===== src/rtl/shift_stage_skid.sv =====
// One handshaked stage of a pipelined logical-left barrel shifter, behind a 2-entry skid buffer.
// Optional transfer/stall counters are enabled by defining SHIFT_STAGE_CNT_EN.
module shift_stage_skid #(
    parameter int unsigned DATA_W  = 32,
    parameter int unsigned AMT_W   = 5,
    parameter int unsigned SHIFT   = 2,
    parameter int unsigned SEL_BIT = 1
) (
    input  logic              clk,
    input  logic              rst,
    input  logic              in_valid,
    output logic              in_ready,
    input  logic [DATA_W-1:0] in_data,
    input  logic [AMT_W-1:0]  in_amt,
    output logic              out_valid,
    input  logic              out_ready,
    output logic [DATA_W-1:0] out_data,
    output logic [AMT_W-1:0]  out_amt
`ifdef SHIFT_STAGE_CNT_EN
    ,
    output logic [15:0]       xfer_cnt,
    output logic [15:0]       stall_cnt
`endif
);

    typedef enum logic [1:0] {StEmpty, StOne, StFull} state_e;

    state_e              r_state;
    state_e              w_state_next;
    logic                w_in_xfer;
    logic                w_out_xfer;
    logic                w_load_m;
    logic                w_load_s;
    logic                w_m_from_s;
    logic [DATA_W-1:0]   w_shifted;
    logic [DATA_W-1:0]   r_m_data;
    logic [DATA_W-1:0]   r_s_data;
    logic [AMT_W-1:0]    r_m_amt;
    logic [AMT_W-1:0]    r_s_amt;

    // A shift distance >= DATA_W naturally yields zero.
    assign w_shifted  = in_amt[SEL_BIT] ? (in_data << SHIFT) : in_data;

    assign in_ready   = (r_state != StFull);
    assign out_valid  = (r_state != StEmpty);
    assign out_data   = r_m_data;
    assign out_amt    = r_m_amt;
    assign w_in_xfer  = in_valid && in_ready;
    assign w_out_xfer = out_valid && out_ready;

    always_comb begin
        w_state_next = r_state;
        w_load_m     = 1'b0;
        w_load_s     = 1'b0;
        w_m_from_s   = 1'b0;
        unique case (r_state)
            StEmpty: begin
                if (w_in_xfer) begin
                    w_load_m     = 1'b1;
                    w_state_next = StOne;
                end
            end
            StOne: begin
                if (w_in_xfer && w_out_xfer) begin
                    w_load_m = 1'b1;
                end else if (w_out_xfer) begin
                    w_state_next = StEmpty;
                end else if (w_in_xfer) begin
                    w_load_s     = 1'b1;
                    w_state_next = StFull;
                end
            end
            StFull: begin
                if (out_ready) begin
                    w_m_from_s   = 1'b1;
                    w_state_next = StOne;
                end
            end
            default: w_state_next = StEmpty;
        endcase
    end

    always_ff @(posedge clk or posedge rst) begin
        if (rst) begin
            r_state <= StEmpty;
        end else begin
            r_state <= w_state_next;
        end
    end

    always_ff @(posedge clk or posedge rst) begin
        if (rst) begin
            r_m_data <= '0;
            r_m_amt  <= '0;
            r_s_data <= '0;
            r_s_amt  <= '0;
        end else begin
            if (w_load_m) begin
                r_m_data <= w_shifted;
                r_m_amt  <= in_amt;
            end else if (w_m_from_s) begin
                r_m_data <= r_s_data;
                r_m_amt  <= r_s_amt;
            end
            if (w_load_s) begin
                r_s_data <= w_shifted;
                r_s_amt  <= in_amt;
            end
        end
    end

`ifdef SHIFT_STAGE_CNT_EN
    logic w_stall;
    assign w_stall = out_valid && !out_ready;

    // Transfer count wraps; stall count saturates.
    always_ff @(posedge clk or posedge rst) begin
        if (rst) begin
            xfer_cnt  <= '0;
            stall_cnt <= '0;
        end else begin
            if (w_out_xfer) begin
                xfer_cnt <= xfer_cnt + 16'd1;
            end
            if (w_stall && (stall_cnt != 16'hFFFF)) begin
                stall_cnt <= stall_cnt + 16'd1;
            end
        end
    end
`endif

endmodule


===== config.mk =====
export PLATFORM = sky130hd
export DESIGN_NAME = shift_stage_skid
export DESIGN_NICKNAME = d
export VERILOG_FILES = /design/src/rtl/shift_stage_skid.sv
export SDC_FILE = /design/constraint.sdc
export NUM_CORES = 1
export LEC_CHECK = 0
export ABC_AREA = 1
export BUFFER_PORTS_ARGS = -buffer_cell sky130_fd_sc_hd__clkbuf_2
export CAP_MARGIN = 20
export CELL_PAD_IN_SITES_DETAIL_PLACEMENT = 1
export CELL_PAD_IN_SITES_GLOBAL_PLACEMENT = 1
export CORE_ASPECT_RATIO = 1.4
export CORE_MARGIN = 4
export CORE_UTILIZATION = 44
export CTS_BUF_LIST = sky130_fd_sc_hd__clkbuf_2 sky130_fd_sc_hd__clkbuf_4 sky130_fd_sc_hd__clkbuf_8
export CTS_CLUSTER_DIAMETER = 30
export DETAILED_ROUTE_END_ITERATION = 8
export HOLD_SLACK_MARGIN = 0.06
export PLACE_DENSITY_LB_ADDON = 0.12
export SYNTH_ARGS = -nofsm -noshare
export SYNTH_HDL_FRONTEND = slang
export SYNTH_SLANG_ARGS = --single-unit

===== constraint.sdc =====
create_clock -name clk -period 4.7 [get_ports clk]
set_clock_uncertainty 0.1 [all_clocks]
set_input_delay 0.235 -clock clk [delete_from_list [all_inputs] [get_ports clk]]
set_output_delay 0.235 -clock clk [all_outputs]
set_load 0.05 [all_outputs]

After elaboration in Yosys (flattened, before gate mapping)
Cells that the tools add are included.

storage, ports and cells
  bits in registers = 76
  bits of input ports = 41
  output and inout bits = 39

cells by class
  equal/unequal tests = 7
  muxes and demuxes = 19
  reductions and logical operators = 7

operators by type and width
  operator            number
  $mux 32             3
  $mux 2              5
  $mux 5              2
  $ne 2x2->1 const B  4
  $mux 1              7
  $pmux 2 s3          1
  $reduce_and 4->1    1
  $reduce_bool 2->1   2
  $logic_and 1x1->1   3
  $ne 3x3->1 const B  1
  $eq 2x1->1 const B  1
  $eq 2x2->1 const B  1
  $logic_not 2->1     1
  $pmux 1 s2          1

Depth between registers and ports, before layout
Gate-level depths: netlist (run 1).

  word-level depth = 6
  mapped depth = 8
  gate-level depth less buffers = 5

Worst setup path after synthesis (run 1)
No wires, ideal clock.

  kind = reg2reg
  start = register r_state[0]
  end = register r_m_data[10] (netlist: out_data[10])
  setup time = 127 ps
  arrival time = 1095 ps
  setup slack = 3379 ps
  cell stages (with the launch flop) = 7
  path buffers = 2
  period minus slack after synthesis = 1321 ps
  cell sequence = dfrtp_1 -> inv_1 -> nand3_1 -> buf_2 -> buf_4 -> nand3_1 -> nand3_1

between the ends
  word-level cells in the longest chain between the ends = 6

RTL lines
  what                                             RTL line  text
  from (decl)                                      28        state_e r_state;
  from (signal assigned)                           85        r_state <= StEmpty;
  from (signal assigned)                           87        r_state <= w_state_next;
  $ne 2x2->1 or $reduce_bool 2->1 (tied branches)  44, 45
  $logic_and 1x1->1 (on tied branches)             48, 49
  $logic_and 1x1->1                                64        if (w_in_xfer && w_out_xfer) begin
  $mux 1                                           64
  $pmux 1 s2                                       56        unique case (r_state)
  $mux 32 or $reduce_bool 2->1 (tied branches)     n/a
  to (signal assigned)                             99        r_m_data <= w_shifted;
  to (signal assigned)                             102       r_m_data <= r_s_data;
  to (decl)                                        36        logic [DATA_W-1:0] r_m_data;

Several ways; a longest one is shown, not always the timed one.
A chain may end at the register's enable or synchronous reset.

Final worst setup path (run 1)
  start = register r_state[1]
  end = register r_s_amt[1]

between the ends
  word-level cells in the longest chain between the ends = 6

RTL lines
  what                  RTL line  text
  $ne 2x2->1            44        assign in_ready = (r_state != StFull);
  $logic_and 1x1->1     48        assign w_in_xfer = in_valid && in_ready;
  $mux 1                68        end else if (w_in_xfer) begin
  $mux 1                66        end else if (w_out_xfer) begin
  $mux 1                64
  $mux 1 (*)            56
  to (signal assigned)  107       r_s_amt <= in_amt;
  to (decl)             39        logic [AMT_W-1:0] r_s_amt;

Every way passes the cells marked *; elsewhere a longest branch is shown, timed or not.

==> metrics, run 1 <==
cell class contributing the biggest share of worst-path delay simple AND/OR/NAND/NOR gates; Peak Freq 0.355 GHz; Sw Pwr 0.914 mW; pwr dens 517 nW/um2; worst skew pair latency 360 ps; IR drop worst, VDD 0.193 mV; final net count 586; Routed Antenna Nets 0; Max Cap Viol 0; CTS root buf clkbuf_8; crit end category flip-flop; headroom to the max-slew limit 0.353; initial drt markers between 100 and 150; Hold Crit Class in -> async; Final Hold Vio Count 0; Ys Warns 0; Gate Count Post-Synth approximately 480; Switching Fraction 0.414; net count after synthesis 522; ant diodes 0; number of buffers and inverters on the critical path 1; gr ovfl total 0; Lkg Pwr around 2.4 nW; Combinational Power Share 0.334; worst reg2reg endpoint r_s_amt[1]; Setup violations, final 0; syn_area_per_cell 7.62 um2; Cell Chain, Critical Path nor2_4, nand2_1, buf_4, nand2_1, o21ai_0; Reg2Reg Launch Point r_state[1]; leading area contributor after synthesis dfrtp_1; Reg2Reg Setup Slack 1890 ps; clock tree buffer depth 2; post-CTS sizing 0; CTS tree yes; core area 8150 um2; hpwl dp 6.63 mm; final WL approximately 10 mm; Reg2Reg Depth 5; top cells by area, synth dfrtp_1 52%, nand2_1 25%, nand3_1 15%, buf_2 2.5%, buf_6 1.8%; top cell type's share of synthesized area 0.519; outcome finished clean; max-slew violation count 0; Post-Synthesis Cell Area 3660 um2; CP Max Fanout 38; Layout Area Growth over Synthesis 16.5%; worst path required time 4840 ps; final critical-path setup slack 1890 ps; Power Total 2.21 mW; crit path max-delay cell type nand2_1; Initial Utilization 0.450; Global Route Usage Sum 0.230; critical path startpoint category flip-flop; RSZ-0062 raised after global routing false; CTS clk-pin slew, worst paths 80 ps; internal power approximately 1.3 mW; CP arrival roughly 3000 ps; sequential power share 0.434; WL per Instance 16.1 um; largest net degree at the start of global routing 77; Sink Count 76; Detailed Routing Iterations Pass 1 4; Via density 5.29; vias in the first global route 3724; cell mode on critical path nand2_1; H-tree Lvls 3; Die Span Y 116 um; Cell Rows 39; Post-route DRC 0; Fin Setup TNS 0 ps; via count 3449; Clock power frac 0.232; IO buf count 79; final worst path period need 2810 ps; worst hold slack 66.8 ps; sequential area share after synthesis 0.519; layout cells sized above 1 0.193; synth unique cells 15; Place WS 1870 ps; io pins 80; Synth Register Bits 76; Die Area between 9000 and 10000 um2; Final GP Congestion between 0.7 and 0.8; final cycle utilization of the critical path 0.599; Die W 85.1 um; global-route wire length before repair approximately 18 mm; CTS Buf Count 9; CP max stage delay 790 ps; initial antenna violation count 0; Filler Cell Count 1076; Slew @ Worst Pin 968 ps; WS Path Type reg -> reg
-- through the flow --
stage / instances / utilization / area [um2]
after floorplan: 481 / - / 3660
after CTS: 651 / 0.522 / 4250
after global placement: 631 / 0.492 / 4010
after detailed placement: 631 / 0.492 / 4010
after global routing: 652 / 0.524 / 4270
final: 652 / 0.524 / 4270
-- power groups by stage --
stage          sequential, mW  clock, mW  combinational (mW)
2_1_floorplan            1.22          0               0.286
6_report                0.956      0.512               0.738
5_1_grt                 0.981      0.552               0.809
3_3_place_gp            0.960          0               0.717
3_5_place_dp            0.966          0               0.739
4_1_cts                 0.956      0.522               0.747
-- cells in the mapped netlist (all sizes together) --
master and count:
buf 28, clkbuf 5, dfrtp 76, inv 9, nand2 243, nand3 113, nor2 5, o21ai 2
-- what timing repair did --
item | CTS | global route
endpoints found under the hold margin | 8 | 0
hold buffers | 4 | 0
endpoints found under the setup margin | 0 | 0
setup buffers | 0 | 0
-- worst reg2reg max path: stages (launching register included) --
cell and delay, ps:
dfrtp_1 460, nor2_4 750, nand2_1 800, buf_4 440, nand2_1 70, o21ai_0 70
-- worst max path at each step --
stage | startpoint | depth (start not counted) | slack [ps] | to
floorplan | rst | 1 | 2430 | out_amt[0]
global placement | r_state[1] | 5 | 2000 | r_s_amt[1]
detailed placement | r_state[1] | 5 | 1870 | r_s_amt[1]
CTS | r_state[1] | 5 | 1850 | r_s_amt[1]
global route | r_state[0] | 5 | 1630 | r_s_amt[1]
finish | r_state[1] | 5 | 1890 | r_s_amt[1]
-- logic make-up (layout without fill, tap and decap cells) --
kind of cell           count (synthesis)  count (layout)  synth area share
buffers and inverters                 42             111            0.0645
flip-flops                            76              76             0.519
AND/OR/NAND/NOR                      361             361             0.414
AO/OA/AOI/OAI                          2               2           0.00273
-- layout by cell type (no fill, tap or decap), drive strengths merged --
cell type,synthesis,routed
nand2,243,243
nand3,113,113
clkbuf,5,90
dfrtp,76,76
inv,9,8
clkinv,0,5
nor2,5,5
dlygate4sd3,0,4
buf,28,3
o21ai,2,2
bufinv,0,1
-- metal layers --
layer,track usage,wire [um],share of wire,vias up
met1,0.278,4390,0.42,1688
met5,0,0,0,-
met2,0.407,5460,0.52,80
met3,0.0370,427,0.041,19
met4,0.0929,213,0.020,0
li1,-,-,-,1662
-- layout make-up --
class	count	area (um2)	area share
sequential	76	1900	0.446
multi-input combinational	363	1540	0.360
timing repair buffer	86	465	0.109
clock buffer	11	151	0.0355
tap	102	128	0.0299
clock inverter	5	50.0	0.0117
inverter	9	35.0	0.00821
-- registers in the layout (all words and copies together), names as in the netlist --
| name | flops |
|---|---|
| out_amt | 5 |
| out_data | 32 |
| r_s_amt | 5 |
| r_s_data | 32 |
| r_state | 2 |
Power figures use the tool's default switching activity.
==> inputs of run 2 (changes only) <==
Settings changed: CORE_UTILIZATION 44 to 41.
Clock period 4.7 ns to 2.9 ns, I/O delays scaled along.
==> metrics, run 2 (synthesis results as in run 1) <==
outcome finished clean (unchanged); Reg2Reg Depth 5 (unchanged); IO buf count 79 (unchanged); H-tree Lvls 3 (unchanged); critical path startpoint category primary input (was flip-flop); Power Total 3.55 mW (was 2.21 mW); io pins 80 (unchanged); final critical-path setup slack 703 ps (was 1890 ps); global-route wire length before repair 18.5 mm (was 18.0 mm); worst path required time 3040 ps (was 4840 ps); layout cells sized above 1 0.187 (was 0.193); CTS clk-pin slew, worst paths 70 ps (was 80 ps); CTS Buf Count 9 (unchanged); cell class contributing the biggest share of worst-path delay buffers and inverters (was simple AND/OR/NAND/NOR gates); Cell Chain, Critical Path dlygate4sd3_1, clkbuf_2, nor2_4, nand2_1, buf_4, nand2_1, nand2_1 (was nor2_4, nand2_1, buf_4, nand2_1, o21ai_0); final cycle utilization of the critical path 0.758; vias in the first global route 3827 (was 3724); CP max stage delay 540 ps (was 790 ps); WL per Instance 15.7 um (was 16.1 um); clock tree buffer depth 2 (unchanged); Lkg Pwr 2.51 nW (was 2.38 nW); Detailed Routing Iterations Pass 1 4 (unchanged); pwr dens 775 nW/um2 (was 517 nW/um2); cell mode on critical path nand2_1 (unchanged); Filler Cell Count 1102 (was 1076); crit path max-delay cell type dlygate4sd3_1 (was nand2_1); Sink Count 76 (unchanged); WS Path Type in -> reg (was reg -> reg); Final Util 0.529 (was 0.524); final worst path period need 2200 ps; Die W 87.9 um (was 85.1 um); final net count 620 (was 586); Reg area 1900 um2 (unchanged); post-CTS sizing 0 (unchanged); Final Hold Vio Count 0 (unchanged); Cell Rows 40 (was 39); worst reg2reg endpoint out_data[1] (was r_s_amt[1]); Initial Utilization 0.423 (was 0.450); CP arrival 2340 ps (was 2950 ps); Reg2Reg Setup Slack 750 ps (was 1890 ps); Placement Cell Area 4050 um2 (was 4010 um2); Die Span Y 120 um (was 116 um); Max Cap Viol 0 (unchanged); Place WS 738 ps (was 1870 ps); Routed Antenna Nets 0 (unchanged); Post-route DRC 0 (unchanged); largest net degree at the start of global routing 39 (was 77); Slew @ Worst Pin 1040 ps (was 968 ps); via count 3569 (was 3449); Global Route Usage Sum 0.223 (was 0.230); Layout Area Growth over Synthesis 25.1% (was 16.5%); Peak Freq around 0.46 GHz; Final GP Congestion 0.733 (was 0.769); initial drt markers 170 (was 134); gr ovfl total 0 (unchanged); Multi-input gate area 1540 um2 (unchanged); core area 8660 um2 (was 8150 um2); ant diodes 0 (unchanged); Final Cell Area 4580 um2 (was 4270 um2); worst skew pair latency 340 ps (was 360 ps); Reg2Reg Launch Point r_state[1] (unchanged); initial antenna violation count 0 (unchanged); hold endpoint out_data[10]; Worst Hold Depth 5; crit end category flip-flop (unchanged); headroom to the max-slew limit 0.307 (was 0.353); Hold Crit Class in -> reg (was in -> async); Setup violations, final 0 (unchanged); CP Max Fanout 23 (was 38); CTS tree yes (unchanged); RSZ-0062 raised after global routing false (unchanged); Setup Fix Bufs, Post-CTS 0 (unchanged); hpwl dp 7.02 mm (was 6.63 mm); number of buffers and inverters on the critical path 3 (was 1); Die Area 10500 um2 (was 9870 um2); final WL 10.8 mm (was 10.5 mm); max-slew violation count 0 (unchanged); commonest non-fill, non-tap cell in the layout nand2_1 (unchanged); Hold Crit Start in_data[10]; CTS root buf clkbuf_8 (unchanged); most frequent cells in the layout 242 x nand2_1, 112 x nand3_1, 79 x clkbuf_2 (unchanged); Via density 5.19 (was 5.29); Fin Setup TNS 0 ps (unchanged); IR drop worst, VDD 0.346 mV (was 0.193 mV)
## run 2: changes by cell type in the layout (fill, tap and decap cells not counted)
cell	delta
clkbuf_8	+2
buf_4	+5
buf_8	-1
bufinv_16	-1
dlygate4sd3_1	+30
clkinv_2	-3
clkbuf_4	+1
## run 2: layer usage
layer / global-route usage / vias up / part of all wire
met3: 0.0350 / 14 / 0.046
li1: - / 1728 / -
met2: 0.375 / 78 / 0.52
met4: 0.0806 / 0 / 0.018
met5: 0 / - / 0
met1: 0.288 / 1749 / 0.42
## run 2: layout make-up
class,instances,area share
Timing Repair Buffer,120,0.172
Tap cell,105,0.0287
Sequential cell,76,0.415
Multi-Input combinational cell,363,0.335
Clock buffer,14,0.0407
Inverter,9,0.00764
Clock inverter,1,0.00109
## run 2: report_power, final
| part | leakage, nW | internal [mW] | switching, mW |
|---|---|---|---|
| Clock | 0.102 | 0.409 | 0.374 |
| Combinational | 1.46 | 0.324 | 0.912 |
| Sequential | 0.955 | 1.36 | 0.171 |
## run 2: worst max path at each step
stage                          start           end  slack [ps]  cells past startpoint
after floorplan                  rst    out_amt[0]         720                      1
after global placement    r_state[1]  out_data[10]         810                      5
after detailed placement  r_state[1]   out_data[1]         740                      5
after CTS                   in_valid   out_data[1]         750                      8
after global routing      r_state[1]  out_data[23]         550                      5
final                      out_ready  r_s_data[19]         700                      7
## run 2: stage by stage
| stage | std cells | hold WS [ps] |
|---|---|---|
| global placement | 639 | 74.7 |
| CTS | 688 | 61.5 |
| global route | 688 | 93.9 |
| detailed placement | 639 | 82.3 |
| floorplan | 481 | 157 |
| finish | 688 | 71.1 |
## run 2: worst register-to-register path: stages (launching register included)
cell	delay, ps
dfrtp_1	450
nor2_4	130
buf_4	410
nand2_2	590
nand3_1	240
nand3_1	100
## run 2: repair_timing
action                                  CTS  global route
endpoints found under the setup margin    0             0
hold buffers                             34             0
endpoints found under the hold margin    65             0
==> inputs of run 3 (changes only) <==
Settings changed: CORE_UTILIZATION 41 to 37.
Clock period 2.9 ns to 1.9 ns, I/O delays scaled along.
==> metrics, run 3 (synthesis results as in run 1) <==
Final Cell Area 4950 um2 (was 4580 um2); final worst path period need 1530 ps; Routed Antenna Nets 0 (unchanged); Post-route DRC 0 (unchanged); final WL 11.7 mm (was 10.8 mm); Worst Hold Depth 3 (was 5); max-slew violation count 0 (unchanged); worst hold slack 184 ps (was 71.1 ps); CP Max Fanout 21 (was 23); WS Path Type reg -> reg (was in -> reg); CTS clk-pin slew, worst paths 80 ps (was 70 ps); final cycle utilization of the critical path 0.804; sequential power share 0.397 (was 0.432); hpwl dp 7.73 mm (was 7.02 mm); Via density 4.97 (was 5.19); Filler Cell Count 1248 (was 1102); Combinational Power Share 0.329 (was 0.348); gr ovfl total 0 (unchanged); Slew @ Worst Pin 432 ps (was 1040 ps); Switching Fraction 0.387 (was 0.410); internal power 3.64 mW (was 2.10 mW); Initial Utilization 0.383 (was 0.423); IR drop worst, VDD 0.689 mV (was 0.346 mV); Final GP Congestion 0.772 (was 0.733); initial drt markers 132 (was 170); crit path max-delay cell type dfrtp_1 (was dlygate4sd3_1); cell class contributing the biggest share of worst-path delay simple AND/OR/NAND/NOR gates (was buffers and inverters); vias in the first global route 4020 (was 3827); post-CTS sizing 0 (unchanged); CP arrival 1670 ps (was 2340 ps); worst path required time 2040 ps (was 3040 ps); global-route wire length before repair 19.8 mm (was 18.5 mm); H-tree Lvls 3 (unchanged); crit end category flip-flop (unchanged); clock tree buffer depth 2 (unchanged); Lkg Pwr 2.66 nW (was 2.51 nW); Global Route Usage Sum 0.214 (was 0.223); Cell Rows 42 (was 40); Sink Count 76 (unchanged); io pins 80 (unchanged); Setup Fix Bufs, Post-CTS 0 (unchanged); Layout Area Growth over Synthesis 35.0% (was 25.1%); IO buf count 79 (unchanged); Detailed Routing Iterations Pass 1 4 (unchanged); Sw Pwr 2.30 mW (was 1.46 mW); Max Cap Viol 0 (unchanged); CTS Buf Count 9 (unchanged); pwr dens 1200 nW/um2 (was 775 nW/um2); commonest non-fill, non-tap cell in the layout nand2_1 (unchanged); Peak Freq 0.654 GHz; Fin Setup TNS 0 ps (unchanged); outcome finished clean (unchanged); Setup violations, final 0 (unchanged); Final Hold Vio Count 0 (unchanged); headroom to the max-slew limit 0.711 (was 0.307); largest net degree at the start of global routing 43 (was 39); CTS tree yes (unchanged); Final Util 0.517 (was 0.529); Cell Chain, Critical Path inv_1, nor2_4, nand2_1, buf_4, nand2_1, nand2_1 (was dlygate4sd3_1, clkbuf_2, nor2_4, nand2_1, buf_4, nand2_1, nand2_1); Die Area 11600 um2 (was 10500 um2); cell mode on critical path nand2_1 (unchanged); WL per Instance 15.9 um (was 15.7 um); critical path startpoint category flip-flop (was primary input); core area 9560 um2 (was 8660 um2); Clock power frac 0.273 (was 0.220); initial antenna violation count 0 (unchanged); Die W 92.1 um (was 87.9 um); Die Span Y 126 um (was 120 um); layout cells sized above 1 0.198 (was 0.187); ant diodes 0 (unchanged); final net count 643 (was 620); Worst path depth 6 (was 7); number of buffers and inverters on the critical path 2 (was 3); CTS root buf clkbuf_8 (unchanged); worst skew pair latency 350 ps (was 340 ps); Placement Cell Area 4210 um2 (was 4050 um2); hold_buf cts 47 (was 34); Reg2Reg Depth 6 (was 5); Hold Crit Class in -> reg (unchanged); most frequent cells in the layout 242 x nand2_1, 112 x nand3_1, 79 x clkbuf_2 (unchanged); CP max stage delay 390 ps (was 540 ps); via count 3672 (was 3569); RSZ-0062 raised after global routing false (unchanged)
## run 3: cell types whose count changed in the layout (fill, tap and decap cells not counted)
cell / delta
dlygate4sd3_1: +13
buf_4: +6
buf_12: +4
bufinv_16: +4
clkbuf_8: -4
clkbuf_4: -1
clkinv_4: +1
clkinvlp_4: +1
## run 3: cell type report
cell class                 instances  area (um2)  share of cell area
tap                              132         165              0.0334
multi-input combinational        363        1540               0.311
inverter                           9        37.5             0.00759
timing repair buffer             143        1040               0.211
sequential                        76        1900               0.384
clock buffer                       9         124              0.0250
clock inverter                     7         139              0.0281
## run 3: path summary, 6_finish.rpt
path / start / endpoint / slack (ps)
max in group asynchronous: rst / out_data[29] / 900
min: in_amt[1] / out_amt[1] / 180
min reg2reg: r_s_data[17] / r_s_data[17] / 380
min in group asynchronous: rst / out_data[15] / 190
max: r_state[0] / r_s_data[12] / 370
max reg2reg: r_state[0] / r_s_data[12] / 370
## run 3: worst min-delay path, cell delays in order
cell and delay, ps:
clkbuf_2 260, nand2_1 150, nand3_1 80
## run 3: routing by layer
layer  part of all wire  routed length [um]  vias up  global-route usage
li1                   -                   -     1772                   -
met1               0.40                4680     1820               0.246
met2               0.56                6530       66               0.399
met3              0.028                 334       14              0.0346
met4              0.016                 193        0              0.0691
met5                  0                   0        -                   0
## run 3: power by group through the flow
stage          combinational, mW  clock (mW)  sequential, mW
5_1_grt                     2.13        1.73            2.41
4_1_cts                     1.98        1.66            2.36
6_report                    1.95        1.62            2.36
3_5_place_dp                1.89           0            2.38
3_3_place_gp                1.85           0            2.36
2_1_floorplan              0.709           0            3.02
## run 3: metrics by stage
step | setup WS, ps | cells | power [mW]
finish | 372 | 739 | 5.93
global placement | 459 | 676 | 4.22
global route | 277 | 739 | 6.27
CTS | 360 | 739 | 6.00
floorplan | 579 | 481 | 3.73
detailed placement | 408 | 676 | 4.27
